$ cat src/rtl/cpu_ifetch.sv
`default_nettype none
// ============================================================================
// Module      : cpu_ifetch
// Description : Instruction fetch stage. Owns the fetch PC, issues word
//               fetches to instruction memory under a credit limit, buffers
//               in-order responses in a DEPTH-entry queue and presents the
//               queue head to decode. A taken P3 jump flushes the queue and
//               discards every fetch still in flight.
// Revision    : 1.0 - initial release
// ============================================================================
module cpu_ifetch #(
  parameter logic [31:0] RESET_PC = 32'hFFFF_0000,
  parameter int unsigned DEPTH    = 2
) (
  input  logic        clock,
  input  logic        reset,
  input  logic        stall,
  output logic [31:0] p2_instr,
  output logic [31:0] p2_pc,
  output logic        p2_instr_valid,
  input  logic        p2_bubble,
  input  logic        p3_jump_taken,
  input  logic [31:0] p3_jump_target,
  output logic        imem_req,
  output logic [31:0] imem_addr,
  input  logic        imem_ready,
  input  logic        imem_rvalid,
  input  logic [31:0] imem_rdata
);

  // Pointer width indexes the DEPTH entries; counters need one extra bit
  // so that a completely full queue or DEPTH outstanding fetches fit.
  localparam int unsigned   C_AW        = $clog2(DEPTH);
  localparam int unsigned   C_CW        = C_AW + 1;
  localparam logic [C_CW:0] C_DEPTH_OCC = (C_CW + 1)'(DEPTH);
  localparam logic [C_CW-1:0] C_DEPTH_CNT = C_CW'(DEPTH);

  // Architectural fetch state
  logic [31:0]     fetch_pc_q,    fetch_pc_d;
  logic [C_CW-1:0] outstanding_q, outstanding_d;
  logic [C_CW-1:0] drop_q,        drop_d;

  // Decode queue bookkeeping
  logic [C_CW-1:0] count_q,  count_d;
  logic [C_AW-1:0] rd_ptr_q, rd_ptr_d;
  logic [C_AW-1:0] wr_ptr_q, wr_ptr_d;

  // PC-tag FIFO: one entry per outstanding fetch, popped by every response
  logic [C_AW-1:0] tag_rd_q, tag_rd_d;
  logic [C_AW-1:0] tag_wr_q, tag_wr_d;

  // Storage arrays (no reset needed: validity is tracked by the counters)
  logic [31:0] q_instr_q [DEPTH];
  logic [31:0] q_pc_q    [DEPTH];
  logic [31:0] tag_pc_q  [DEPTH];

  // Per-cycle events
  logic          w_redirect;
  logic          w_xfer;
  logic          w_resp;
  logic          w_discard;
  logic          w_push;
  logic          w_pop;
  logic [C_CW:0] w_occupancy;

  // Jump targets are always word aligned; the low bits carry no meaning.
  logic w_unused;
  assign w_unused = ^p3_jump_target[1:0];

  // --------------------------------------------------------------------------
  // Event decode
  // --------------------------------------------------------------------------
  // A stalled jump is held in P3 and acted on only once the stall lifts.
  assign w_redirect  = p3_jump_taken & ~stall;

  // Credit: queued plus in-flight fetches may never exceed the queue size,
  // which guarantees a slot for every response that can come back.
  assign w_occupancy = {1'b0, count_q} + {1'b0, outstanding_q};

  assign imem_req    = ~reset & ~w_redirect & (w_occupancy < C_DEPTH_OCC);
  assign imem_addr   = fetch_pc_q;
  assign w_xfer      = imem_req & imem_ready;

  // A response landing in the redirect cycle is already wrong-path.
  assign w_resp      = imem_rvalid & ~reset;
  assign w_discard   = w_redirect | (drop_q != '0);
  assign w_push      = w_resp & ~w_discard;

  // Head presentation is purely from registers; zeroed when nothing valid.
  assign p2_instr_valid = ~reset & (count_q != '0);
  assign p2_instr       = p2_instr_valid ? q_instr_q[rd_ptr_q] : 32'd0;
  assign p2_pc          = p2_instr_valid ? q_pc_q[rd_ptr_q]    : 32'd0;

  // Any jump in P3 (stalled or not) means the head must not leave the queue.
  assign w_pop = p2_instr_valid & ~stall & ~p2_bubble & ~p3_jump_taken;

  // --------------------------------------------------------------------------
  // Next-state logic
  // --------------------------------------------------------------------------
  // Fetch PC, outstanding counter and tag FIFO pointers
  always_comb begin
    fetch_pc_d    = fetch_pc_q;
    tag_wr_d      = tag_wr_q + C_AW'(w_xfer);
    tag_rd_d      = tag_rd_q + C_AW'(w_resp);
    outstanding_d = outstanding_q + C_CW'(w_xfer) - C_CW'(w_resp);
    if (w_redirect) begin
      fetch_pc_d = {p3_jump_target[31:2], 2'b00};
    end else if (w_xfer) begin
      fetch_pc_d = fetch_pc_q + 32'd4;
    end
  end

  // Drop counter: on redirect every fetch still in flight after this
  // cycle's response becomes stale; a second redirect simply recounts.
  always_comb begin
    drop_d = drop_q;
    if (w_redirect) begin
      drop_d = outstanding_q - C_CW'(w_resp);
    end else if (w_resp && (drop_q != '0)) begin
      drop_d = drop_q - C_CW'(1);
    end
  end

  // Decode queue pointers and occupancy; redirect empties the queue.
  always_comb begin
    wr_ptr_d = wr_ptr_q;
    rd_ptr_d = rd_ptr_q;
    count_d  = count_q;
    if (w_redirect) begin
      rd_ptr_d = wr_ptr_q;
      count_d  = '0;
    end else begin
      wr_ptr_d = wr_ptr_q + C_AW'(w_push);
      rd_ptr_d = rd_ptr_q + C_AW'(w_pop);
      count_d  = count_q + C_CW'(w_push) - C_CW'(w_pop);
    end
  end

  // --------------------------------------------------------------------------
  // Registers
  // --------------------------------------------------------------------------
  // Control state with synchronous reset
  always_ff @(posedge clock) begin
    if (reset) begin
      fetch_pc_q    <= RESET_PC;
      outstanding_q <= '0;
      drop_q        <= '0;
      count_q       <= '0;
      rd_ptr_q      <= '0;
      wr_ptr_q      <= '0;
      tag_rd_q      <= '0;
      tag_wr_q      <= '0;
    end else begin
      fetch_pc_q    <= fetch_pc_d;
      outstanding_q <= outstanding_d;
      drop_q        <= drop_d;
      count_q       <= count_d;
      rd_ptr_q      <= rd_ptr_d;
      wr_ptr_q      <= wr_ptr_d;
      tag_rd_q      <= tag_rd_d;
      tag_wr_q      <= tag_wr_d;
    end
  end

  // Payload storage: tag the issued PC, then pair it with its returning word
  always_ff @(posedge clock) begin
    if (w_xfer) begin
      tag_pc_q[tag_wr_q] <= fetch_pc_q;
    end
    if (w_push) begin
      q_instr_q[wr_ptr_q] <= imem_rdata;
      q_pc_q[wr_ptr_q]    <= tag_pc_q[tag_rd_q];
    end
  end

  // Invariants of the credit scheme
  always_ff @(posedge clock) begin
    if (!reset) begin
      assert (!(imem_rvalid && (outstanding_q == '0)));
      assert (!(w_xfer && (outstanding_q == C_DEPTH_CNT)));
      assert (!(w_push && (count_q == C_DEPTH_CNT)));
      assert (!(w_pop && (count_q == '0)));
      assert (drop_q <= outstanding_q);
      assert (w_occupancy <= C_DEPTH_OCC);
    end
  end

endmodule
`default_nettype wire

$ cat config.mk
export PLATFORM = sky130hd
export DESIGN_NAME = cpu_ifetch
export DESIGN_NICKNAME = d
export VERILOG_FILES = /design/src/rtl/cpu_ifetch.sv
export SDC_FILE = /design/constraint.sdc
export NUM_CORES = 1
export LEC_CHECK = 0
export ABC_AREA = 1
export BUFFER_PORTS_ARGS = -buffer_cell sky130_fd_sc_hd__buf_4
export CAP_MARGIN = 20
export CORE_MARGIN = 4
export CORE_UTILIZATION = 56
export DETAILED_ROUTE_END_ITERATION = 12
export PLACE_DENSITY = 0.78
export SLEW_MARGIN = 20
export SYNTH_ARGS = -nofsm -noshare
export SYNTH_HDL_FRONTEND = slang
export SYNTH_SLANG_ARGS = --single-unit
$ cat constraint.sdc
create_clock -name clock -period 4.1 [get_ports clock]
set_input_delay 0.82 -clock clock [delete_from_list [all_inputs] [get_ports clock]]
set_output_delay 0.82 -clock clock [all_outputs]
set_load 0.05 [all_outputs]
==> key figures, run 1 <==
Drt
  – Routed length per placed instance: 14.76 um
  – Via count normalized by instance count: 4.969
  – Vias: 7,166
  – Detail Route Antenna Nets: 0
  – Total routed wirelength: 21,280 um
  – Drc violations: 0
  – Number of DRC violations after detailed-routing iteration 0: 510
  – Total iterations of the first detailed-routing run: 5

STA
  – Post-route worst setup slack: 1034 ps
  – Share of the clock period used by the worst path after layout: 74.79%
  – Max-slew headroom at the worst pin: 53.54%
  – Endpoints failing setup: 0
  – Final critical delay including setup and external delays: 3066 ps
  – Least-Margin Pin Slew: 696.8 ps
  – Total Negative Setup Slacks: 0 ps
  – Total count of hold-check failures in the final report: 0
  – Clk_skew: 7.362 ps
  – Highest attainable clock frequency: 0.3261 GHz
  – RSZ-0062 raised after global routing: no
  – Max Slew Vio Count: 0

Critical path
  – Max Fanout on Critical Path: 40
  – Critical path endpoint: p2_pc[5]
  – Max stage delay cell, worst path: sky130_fd_sc_hd__nor2_4
  – RR Endpoint: tag_pc_q[0][28]
  – Start of the worst register-to-register path: count_q[0]
  – Crit path top cell by count: sky130_fd_sc_hd__buf_4
  – Critical path start-end classification: in -> out
  – Critical path, cell by cell: buf_4 -> nor2_4 -> buf_12 -> nand2_1 -> inv_1 -> buf_4
  – WP data arrival: 2250 ps
  – Count of cells along the worst register-to-register path: 8
  – Largest stage delay on the critical path: 550 ps
  – Register-to-register setup slack: 1550 ps
  – Critical Path Start Type: input pin
  – Critical path data required time: 3280 ps
  – Critical path startpoint: reset
  – Endpoint type of the worst setup path: output port

Cells and area
  – Multi-input logic area: 0.003137 mm^2
  – Layout filler cell count: 1,291
  – Nets@finish: 1,284
  – Area taken by flip-flops and latches: 0.006327 mm^2
  – Fraction of layout cells with a size suffix above 1: 22.27%
  – Area Growth Syn to Fin: 21.98%
  – ANT cells: 0

Pwr
  – Power density over cell area: 439.5 mW/mm^2
  – Leak pwr: 0.005707 uW
  – Worst supply voltage drop on vdd: 379.4 uV

Yosys
  – Distinct cells, synth: 35
  – Synthesized area: 0.01010 mm^2
  – Number of enable flip-flop cells after synthesis: 184
  – Number of synthesized register bits: 224
  – Dominant cells by area after synthesis: sky130_fd_sc_hd__edfxtp_1, sky130_fd_sc_hd__nand2_1, sky130_fd_sc_hd__dfxtp_1, sky130_fd_sc_hd__inv_1, sky130_fd_sc_hd__mux2_2
  – Biggest area consumer among synthesized cells: sky130_fd_sc_hd__edfxtp_1
  – Flip-flop cell with the highest count after synthesis: sky130_fd_sc_hd__edfxtp_1
  – Synthesized area divided by synthesized cell count: 9.690 um^2
  – Share of flip-flops with an asynchronous set or reset: 0%
  – Area share of the largest cell type after synthesis: 54.72%
  – Proportion of synthesized chip area in sequential cells: 62.65%
  – Most numerous cell in the Yosys netlist: sky130_fd_sc_hd__nand2_1
  – Number of warning messages in the yosys log: 0
  – Gate count after technology mapping: 1,042
  – Top post-synthesis cells by count: sky130_fd_sc_hd__nand2_1, sky130_fd_sc_hd__edfxtp_1, sky130_fd_sc_hd__inv_1

Clock network
  – Skew-Pair Late Insertion Delay: 490 ps
  – Number of buffers inserted during clock tree synthesis: 23
  – Maximum root-to-sink buffer count: 3
  – Root buffer cell: sky130_fd_sc_hd__clkbuf_16
  – Sink Count: 224
  – Total setup buffers inserted after CTS: 0
  – Clock transition time at the flip-flop clock pins of the worst setup and hold paths: 60 ps
  – CTS-repair resized insts: 0
  – Hold-fix buffers at CTS: 0
  – TritonCTS clock tree: done
  – CTS H-tree depth: 1

Placed design
  – Post-DP HPWL: 14,410 um
  – Count of input and output buffers: 162
  – Last weighted congestion value of the routability-driven placer: 0.9227
  – Worst slack, placed: 912.9 ps

GRT
  – Overall fraction of global-route tracks in use: 21.10%
  – Vias in the first global route: 6,836
  – Largest net degree at the start of global routing: 63
  – Antenna violations before repair: 0
  – Residual overflow from global routing: 0
  – First-pass GRT wire length: 34,280 um

Floorplanning
  – Overall die area: 0.02024 mm^2
  – Die Span X: 142.3 um
  – Core region area: 0.01748 mm^2
  – Num ports: 169
  – Floorplan row count: 48
  – Starting utilization of the core area: 57.77%
  – Chip Height: 142.3 um

Status
  – Run status: complete, no violations

Job
  – Max cap viols: 0

Worst hold path
  – Hold/Removal Path Class: in -> reg
power by group:
part	internal [uW]	total, uW	switching (uW)
Clock	1310	2130	821
Sequential	2580	2650	74.5
Combinational	216	631	415
Total	4100	5410	1310
cell families after synthesis:
logic type	Yosys count	synth area share, %
AND/OR/NAND/NOR	564	22.94
flip-flops	224	62.65
buffers and inverters	159	6.493
AO/OA/AOI/OAI	46	2.454
multiplexers	30	3.346
adder cells (fa/ha/maj)	12	1.561
XOR/XNOR	6	0.5204
other	1	0.03714
placed cells by master (no fill, tap or decap), types with 2 or more instances in the layout:
| cell type | n |
|---|---|
| sky130_fd_sc_hd__a21oi_1 | 20 |
| sky130_fd_sc_hd__buf_12 | 3 |
| sky130_fd_sc_hd__buf_4 | 170 |
| sky130_fd_sc_hd__bufinv_16 | 2 |
| sky130_fd_sc_hd__clkbuf_1 | 4 |
| sky130_fd_sc_hd__clkbuf_16 | 25 |
| sky130_fd_sc_hd__clkbuf_8 | 4 |
| sky130_fd_sc_hd__clkinv_2 | 2 |
| sky130_fd_sc_hd__conb_1 | 4 |
| sky130_fd_sc_hd__dfxtp_1 | 39 |
| sky130_fd_sc_hd__edfxtp_1 | 184 |
| sky130_fd_sc_hd__ha_1 | 9 |
| sky130_fd_sc_hd__ha_2 | 2 |
| sky130_fd_sc_hd__inv_1 | 110 |
| sky130_fd_sc_hd__inv_2 | 7 |
| sky130_fd_sc_hd__inv_4 | 2 |
| sky130_fd_sc_hd__mux2_2 | 30 |
| sky130_fd_sc_hd__nand2_1 | 399 |
| sky130_fd_sc_hd__nand2_2 | 4 |
| sky130_fd_sc_hd__nand2_4 | 3 |
| sky130_fd_sc_hd__nand3_1 | 52 |
| sky130_fd_sc_hd__nand3b_1 | 4 |
| sky130_fd_sc_hd__nor2_1 | 86 |
| sky130_fd_sc_hd__nor2_2 | 4 |
| sky130_fd_sc_hd__nor2_4 | 5 |
| sky130_fd_sc_hd__nor3_1 | 2 |
| sky130_fd_sc_hd__o211ai_1 | 2 |
| sky130_fd_sc_hd__o21ai_0 | 20 |
| sky130_fd_sc_hd__or2_2 | 2 |
| sky130_fd_sc_hd__xnor2_1 | 2 |
| sky130_fd_sc_hd__xor2_1 | 4 |
worst max-delay path: cells and delay by family:
family | cells | cell delay [ps]
and+or+nand+nor | 2 | 620
buffers and inverters | 4 | 790
metal layers:
| layer | routed length [um] | GRT usage [%] |
|---|---|---|
| met2 | 10270 | 36.35 |
| met5 | 0 | 0 |
| met1 | 9267 | 29.00 |
| met4 | 240 | 3.939 |
| met3 | 1500 | 3.091 |
registers in the layout (all words and copies together), names as in the netlist:
| name | flops |
|---|---|
| q_instr_q | 64 |
| drop_q | 2 |
| wr_ptr_q | 1 |
| outstanding_q | 2 |
| tag_pc_q | 60 |
| q_pc_q | 60 |
| rd_ptr_q | 1 |
| count_q | 2 |
| imem_addr | 30 |
| tag_wr_q | 1 |
| tag_rd_q | 1 |
worst min-delay path by stage:
stage,from,end,slack [ps],cells past startpoint
after global placement,tag_rd_q,tag_rd_q,490,2
after floorplan,wr_ptr_q,rd_ptr_q,480,2
after global routing,imem_rdata[23],q_instr_q[0][23],490,1
final,imem_rdata[17],q_instr_q[1][17],510,1
after CTS,imem_rdata[13],q_instr_q[0][13],480,1
after detailed placement,tag_rd_q,tag_rd_q,510,2
stage by stage:
stage / instance area (um^2) / std cells / util [%] / hold slack, ps / total power (uW)
5_1_grt: 12320 / 1442 / 70.48 / 486.3 / 5628
3_3_place_gp: 11520 / 1401 / 65.92 / 492.5 / 3309
6_report: 12320 / 1442 / 70.48 / 512.2 / 5414
3_5_place_dp: 11520 / 1401 / 65.92 / 510.0 / 3327
2_1_floorplan: 10110 / 1045 / - / 481.3 / 3119
4_1_cts: 12320 / 1442 / 70.48 / 483.5 / 5467
layout make-up:
type	count	area share, %
flip-flops and latches	224	51.37
multi-input cells	662	25.47
repair buffers	173	10.85
clock buffers	33	5.648
inverters	117	3.566
well taps	225	2.286
clock inverters	8	0.8127
(Power assumes the default switching activity.)
==> inputs of run 2 (changes only) <==
- CORE_UTILIZATION: 56 -> 51
- PLACE_DENSITY: 0.78 -> 0.75
- clock period: 4.1 -> 2.7 ns (I/O delays scaled with it)
==> key figures, run 2 (same netlist as run 1, synthesis figures left out) <==
Critical path
  – Largest stage delay on the critical path: 520 ps
  – Endpoint type of the worst setup path: output port
  – Critical Path Start Type: flop
  – Crit path top cell by count: sky130_fd_sc_hd__nand2_1
  – Max Fanout on Critical Path: 30
  – WP data arrival: 1920 ps
  – Critical path data required time: 2160 ps
  – Critical path, cell by cell: buf_4 -> nand2_1 -> nand2_1 -> nand2_1 -> inv_1 -> buf_4
  – Critical path start-end classification: reg -> out
  – Max stage delay cell, worst path: sky130_fd_sc_hd__dfxtp_2

Clock network
  – TritonCTS clock tree: done
  – Total setup buffers inserted after CTS: 0
  – CTS-repair resized insts: 0
  – CTS H-tree depth: 1
  – Sink Count: 224
  – Clock transition time at the flip-flop clock pins of the worst setup and hold paths: 60 ps
  – Hold-fix buffers at CTS: 0
  – Number of buffers inserted during clock tree synthesis: 24
  – Root buffer cell: sky130_fd_sc_hd__clkbuf_16
  – Skew-Pair Late Insertion Delay: 500 ps
  – Maximum root-to-sink buffer count: 3

Cells and area
  – ANT cells: 0
  – Commonest cells after routing, fill and taps aside: sky130_fd_sc_hd__nand2_1, sky130_fd_sc_hd__edfxtp_1, sky130_fd_sc_hd__buf_4, sky130_fd_sc_hd__inv_1, sky130_fd_sc_hd__nor2_1
  – Area Growth Syn to Fin: 22.52%
  – Number of flip-flops in the largest register: 64
  – Multi-input logic area: 0.003137 mm^2
  – Largest registers in the final layout: q_instr_q x64, q_pc_q x60, tag_pc_q x60
  – Area taken by flip-flops and latches: 0.006327 mm^2
  – Fraction of layout cells with a size suffix above 1: 22.30%
  – Top reg by flops: q_instr_q
  – Nets@finish: 1,289
  – Most frequent standard cell in the layout excluding fill and tap cells: sky130_fd_sc_hd__nand2_1
  – Layout filler cell count: 1,563

STA
  – Total Negative Setup Slacks: 0 ps
  – Post-route worst setup slack: 235.7 ps
  – Share of the clock period used by the worst path after layout: 91.27%
  – Total count of hold-check failures in the final report: 0
  – Clk_skew: 9.568 ps
  – Endpoints failing setup: 0
  – RSZ-0062 raised after global routing: no
  – Highest attainable clock frequency: 0.4058 GHz
  – Max Slew Vio Count: 0
  – Final critical delay including setup and external delays: 2464 ps

Drt
  – Vias: 7,303
  – Routed length per placed instance: 14.60 um
  – Routed length on met2: 10,180 um
  – Total iterations of the first detailed-routing run: 5
  – Drc violations: 0
  – Detail Route Antenna Nets: 0
  – DR top layer: met4
  – Total routed wirelength: 21,740 um
  – Number of DRC violations after detailed-routing iteration 0: 529
  – Met3 WL: 1776 um
  – Sum of routed wire segments on met1: 9511 um
  – Via count normalized by instance count: 4.905

GRT
  – Vias in the first global route: 6,839
  – First-pass GRT wire length: 34,310 um
  – Overall fraction of global-route tracks in use: 19.26%
  – Residual overflow from global routing: 0
  – Largest net degree at the start of global routing: 64
  – Antenna violations before repair: 0

Placed design
  – Worst slack, placed: 333.3 ps
  – Last weighted congestion value of the routability-driven placer: 0.9113
  – Post-DP HPWL: 14,530 um
  – Count of input and output buffers: 162

Job
  – Max cap viols: 0

Floorplanning
  – Core region area: 0.01946 mm^2
  – Overall die area: 0.02211 mm^2
  – Num ports: 169
  – Starting utilization of the core area: 51.88%
  – Chip Height: 148.7 um
  – Die Span X: 148.7 um
  – Floorplan row count: 51

Pwr
  – Worst supply voltage drop on vdd: 504.9 uV
  – Power density over cell area: 649.2 mW/mm^2
  – Overall power after layout: 8031 uW
  – Leak pwr: 0.005697 uW

Worst hold path
  – Hold/Removal Path Class: in -> reg

Status
  – Run status: complete, no violations
## run 2: report_power, final
part / total (uW) / switching, uW / leakage [uW] / internal (uW)
registers: 4030 / 118 / 0.00200 / 3910
logic: 965 / 630 / 0.00334 / 335
clock network: 3040 / 1250 / 0.000361 / 1790
total: 8030 / 1990 / 0.00570 / 6040
## run 2: routing by layer
metal	track usage, %	vias to the layer above
met5	0	-
met4	3.741	0
met3	3.230	25
met2	32.37	253
met1	26.79	3350
li1	-	3675
## run 2: layout make-up
cell class                 instances  share of cell area [%]
clock buffer                      37                   5.664
clock inverter                     7                  0.3540
inverter                         117                   3.550
multi-input combinational        662                   25.36
sequential                       224                   51.15
tap                              265                   2.680
timing repair buffer             177                   11.25
## run 2: final timing paths
path | startpoint | end | slack, ps | cells past startpoint
worst min register to register | tag_rd_q | tag_rd_q | 510 | 2
worst min-delay path | imem_rdata[19] | q_instr_q[0][19] | 220 | 1
worst max-delay path | rd_ptr_q | p2_instr[10] | 240 | 6
worst max register to register | count_q[0] | outstanding_q[1] | 350 | 11
## run 2: through the flow
step | instance area [um^2] | utilization (%) | cells | hold WS (ps)
after global routing | 12370 | 63.56 | 1489 | 198.0
after CTS | 12370 | 63.56 | 1489 | 203.7
final | 12370 | 63.56 | 1489 | 223.5
after detailed placement | 11630 | 59.74 | 1445 | 500.0
after floorplan | 10110 | - | 1045 | 481.3
after global placement | 11630 | 59.74 | 1445 | 491.5
## run 2: worst max-delay path: cells and delay by family (launching register included)
family / cells / cell delay (ps)
simple gates: 3 / 250
buf+inv: 3 / 640
flops: 1 / 520
==> inputs of run 3 (changes only) <==
--- a/config.mk
+++ b/config.mk
@@ -12,6 +12,6 @@
 export CORE_UTILIZATION = 51
 export DETAILED_ROUTE_END_ITERATION = 12
-export PLACE_DENSITY = 0.75
-export SLEW_MARGIN = 20
+export PLACE_DENSITY = 0.76
+export SLEW_MARGIN = 0
 export SYNTH_ARGS = -nofsm -noshare
 export SYNTH_HDL_FRONTEND = slang
==> constraint.sdc (replaced) <==
create_clock -name clock -period 2.7 [get_ports clock]
set_input_delay 0.54 -clock clock [delete_from_list [all_inputs] [get_ports clock]]
set_output_delay 0.54 -clock clock [all_outputs]
set_load 0.01 [all_outputs]
==> key figures, run 3 (same netlist as run 1, synthesis figures left out) <==
Drt
  – Detail Route Antenna Nets: 0
  – Drc violations: 0
  – Vias: 7,256
  – Routed length per placed instance: 14.60 um
  – Total routed wirelength: 21,710 um
  – Total iterations of the first detailed-routing run: 5
  – Number of DRC violations after detailed-routing iteration 0: 430
  – Via count normalized by instance count: 4.880

Critical path
  – Critical path start-end classification: reg -> reg
  – Register-to-register setup slack: 300 ps
  – WP data arrival: 2790 ps
  – Critical Path Start Type: flop
  – Critical path startpoint: count_q[0]
  – Count of cells along the worst register-to-register path: 11
  – Critical path data required time: 3100 ps
  – Max Fanout on Critical Path: 6
  – Endpoint type of the worst setup path: flop
  – RR Endpoint: outstanding_q[1]
  – Start of the worst register-to-register path: count_q[0]
  – Critical path endpoint: outstanding_q[1]

Placed design
  – Count of input and output buffers: 162
  – Post-DP HPWL: 14,290 um
  – Placed Area: 0.01163 mm^2
  – Last weighted congestion value of the routability-driven placer: 0.9213
  – Inst Count DP: 1,445

Pwr
  – Leak pwr: 0.005709 uW
  – Worst supply voltage drop on vdd: 378.4 uV
  – Switching power total: 1813 uW
  – Switching Share: 22.88%
  – Internal power: 6110 uW
  – Clock share of power: 39.5%
  – Combinational group share of total power: 9.7%
  – Part of the total power dissipated in sequential elements: 50.8%
  – Power density over cell area: 639.7 mW/mm^2

GRT
  – Largest net degree at the start of global routing: 64
  – Residual overflow from global routing: 0
  – First-pass GRT wire length: 34,780 um
  – Antenna violations before repair: 0
  – Vias in the first global route: 6,941
  – Overall fraction of global-route tracks in use: 19.38%

Cells and area
  – Number of flip-flops in the largest register: 64
  – Total non-filler cell area in the finished layout: 0.01239 mm^2
  – Area Growth Syn to Fin: 22.66%
  – Commonest cells after routing, fill and taps aside: sky130_fd_sc_hd__nand2_1, sky130_fd_sc_hd__edfxtp_1, sky130_fd_sc_hd__buf_4, sky130_fd_sc_hd__inv_1, sky130_fd_sc_hd__nor2_1
  – Fraction of layout cells with a size suffix above 1: 22.34%
  – Top reg by flops: q_instr_q
  – Nets@finish: 1,289
  – Largest registers in the final layout: q_instr_q x64, q_pc_q x60, tag_pc_q x60
  – Most frequent standard cell in the layout excluding fill and tap cells: sky130_fd_sc_hd__nand2_1
  – Final cell count without fillers: 1,487
  – ANT cells: 0
  – End-of-flow core utilization: 63.64%

Clock network
  – Skew-Pair Late Insertion Delay: 510 ps
  – Hold-fix buffers at CTS: 0
  – Maximum root-to-sink buffer count: 3
  – TritonCTS clock tree: done
  – Sink Count: 224
  – Total setup buffers inserted after CTS: 0
  – CTS-repair resized insts: 0
  – CTS H-tree depth: 1
  – Root buffer cell: sky130_fd_sc_hd__clkbuf_16
  – Clock transition time at the flip-flop clock pins of the worst setup and hold paths: 60 ps
  – Number of buffers inserted during clock tree synthesis: 24

STA
  – Highest attainable clock frequency: 0.4172 GHz
  – Total count of hold-check failures in the final report: 0
  – Share of the clock period used by the worst path after layout: 88.77%
  – Clk_skew: 8.577 ps
  – Hold Slack: 216.1 ps
  – RSZ-0062 raised after global routing: no
  – Final critical delay including setup and external delays: 2397 ps
  – Max Slew Vio Count: 0
  – Endpoints failing setup: 0

Worst hold path
  – Hold/Removal Path Class: in -> reg

Floorplanning
  – Die Span X: 148.7 um
  – Overall die area: 0.02211 mm^2
  – Floorplan row count: 51
  – Chip Height: 148.7 um
  – Starting utilization of the core area: 51.88%
  – Num ports: 169
  – Core region area: 0.01946 mm^2

Status
  – Run status: complete, no violations

Job
  – Max cap viols: 0
[run 3: layout make-up]
class | instances | area (um^2)
Multi-Input combinational cell | 662 | 3137
Sequential cell | 224 | 6327
Clock inverter | 8 | 70.07
Fill cell | 1574 | 7077
Clock buffer | 34 | 689.4
Tap cell | 265 | 331.6
Inverter | 117 | 439.2
Timing Repair Buffer | 177 | 1391
[run 3: per-layer routing]
| layer | GRT usage, % | share of wire, % | vias to the layer above |
|---|---|---|---|
| met5 | 0 | 0 | - |
| met4 | 5.958 | 2.3 | 0 |
| met2 | 31.48 | 45 | 245 |
| met1 | 27.07 | 45 | 3299 |
| li1 | - | - | 3669 |
| met3 | 3.108 | 7.8 | 43 |
[run 3: how the worst min path moves through the flow]
stage | start | end | slack (ps) | depth (start not counted)
floorplan | wr_ptr_q | rd_ptr_q | 480 | 2
global placement | tag_rd_q | tag_rd_q | 490 | 2
detailed placement | tag_rd_q | tag_rd_q | 510 | 2
CTS | imem_rdata[16] | q_instr_q[1][16] | 200 | 1
global route | imem_rdata[8] | q_instr_q[0][8] | 200 | 1
finish | imem_rdata[4] | q_instr_q[0][4] | 220 | 1
[run 3: worst max-delay path, cell delays in order, from the launching register on]
cell,delay [ps]
sky130_fd_sc_hd__dfxtp_1,360
sky130_fd_sc_hd__nand2_1,70
sky130_fd_sc_hd__inv_1,60
sky130_fd_sc_hd__fa_1,420
sky130_fd_sc_hd__nor2_1,200
sky130_fd_sc_hd__nand4_4,210
sky130_fd_sc_hd__ha_1,350
sky130_fd_sc_hd__inv_1,50
sky130_fd_sc_hd__ha_1,180
sky130_fd_sc_hd__xor2_1,150
sky130_fd_sc_hd__o21ai_0,180
sky130_fd_sc_hd__a21oi_1,60
[run 3: per-stage QoR]
step | worst slack [ps] | total power (uW) | setup TNS (ps)
finish | 303.2 | 7923 | 0
global route | 126.3 | 8223 | 0
CTS | 283.9 | 7982 | 0
detailed placement | 340.5 | 4868 | 0
global placement | 392.7 | 4840 | 0
floorplan | -477.6 | 4541 | -59220
[run 3: power by group through the flow]
stage / combinational, uW / clock [uW] / sequential, uW
final: 770 / 3130 / 4030
after global routing: 868 / 3310 / 4040
after CTS: 777 / 3180 / 4030
after detailed placement: 770 / 0 / 4100
after global placement: 749 / 0 / 4090
after floorplan: 464 / 0 / 4080
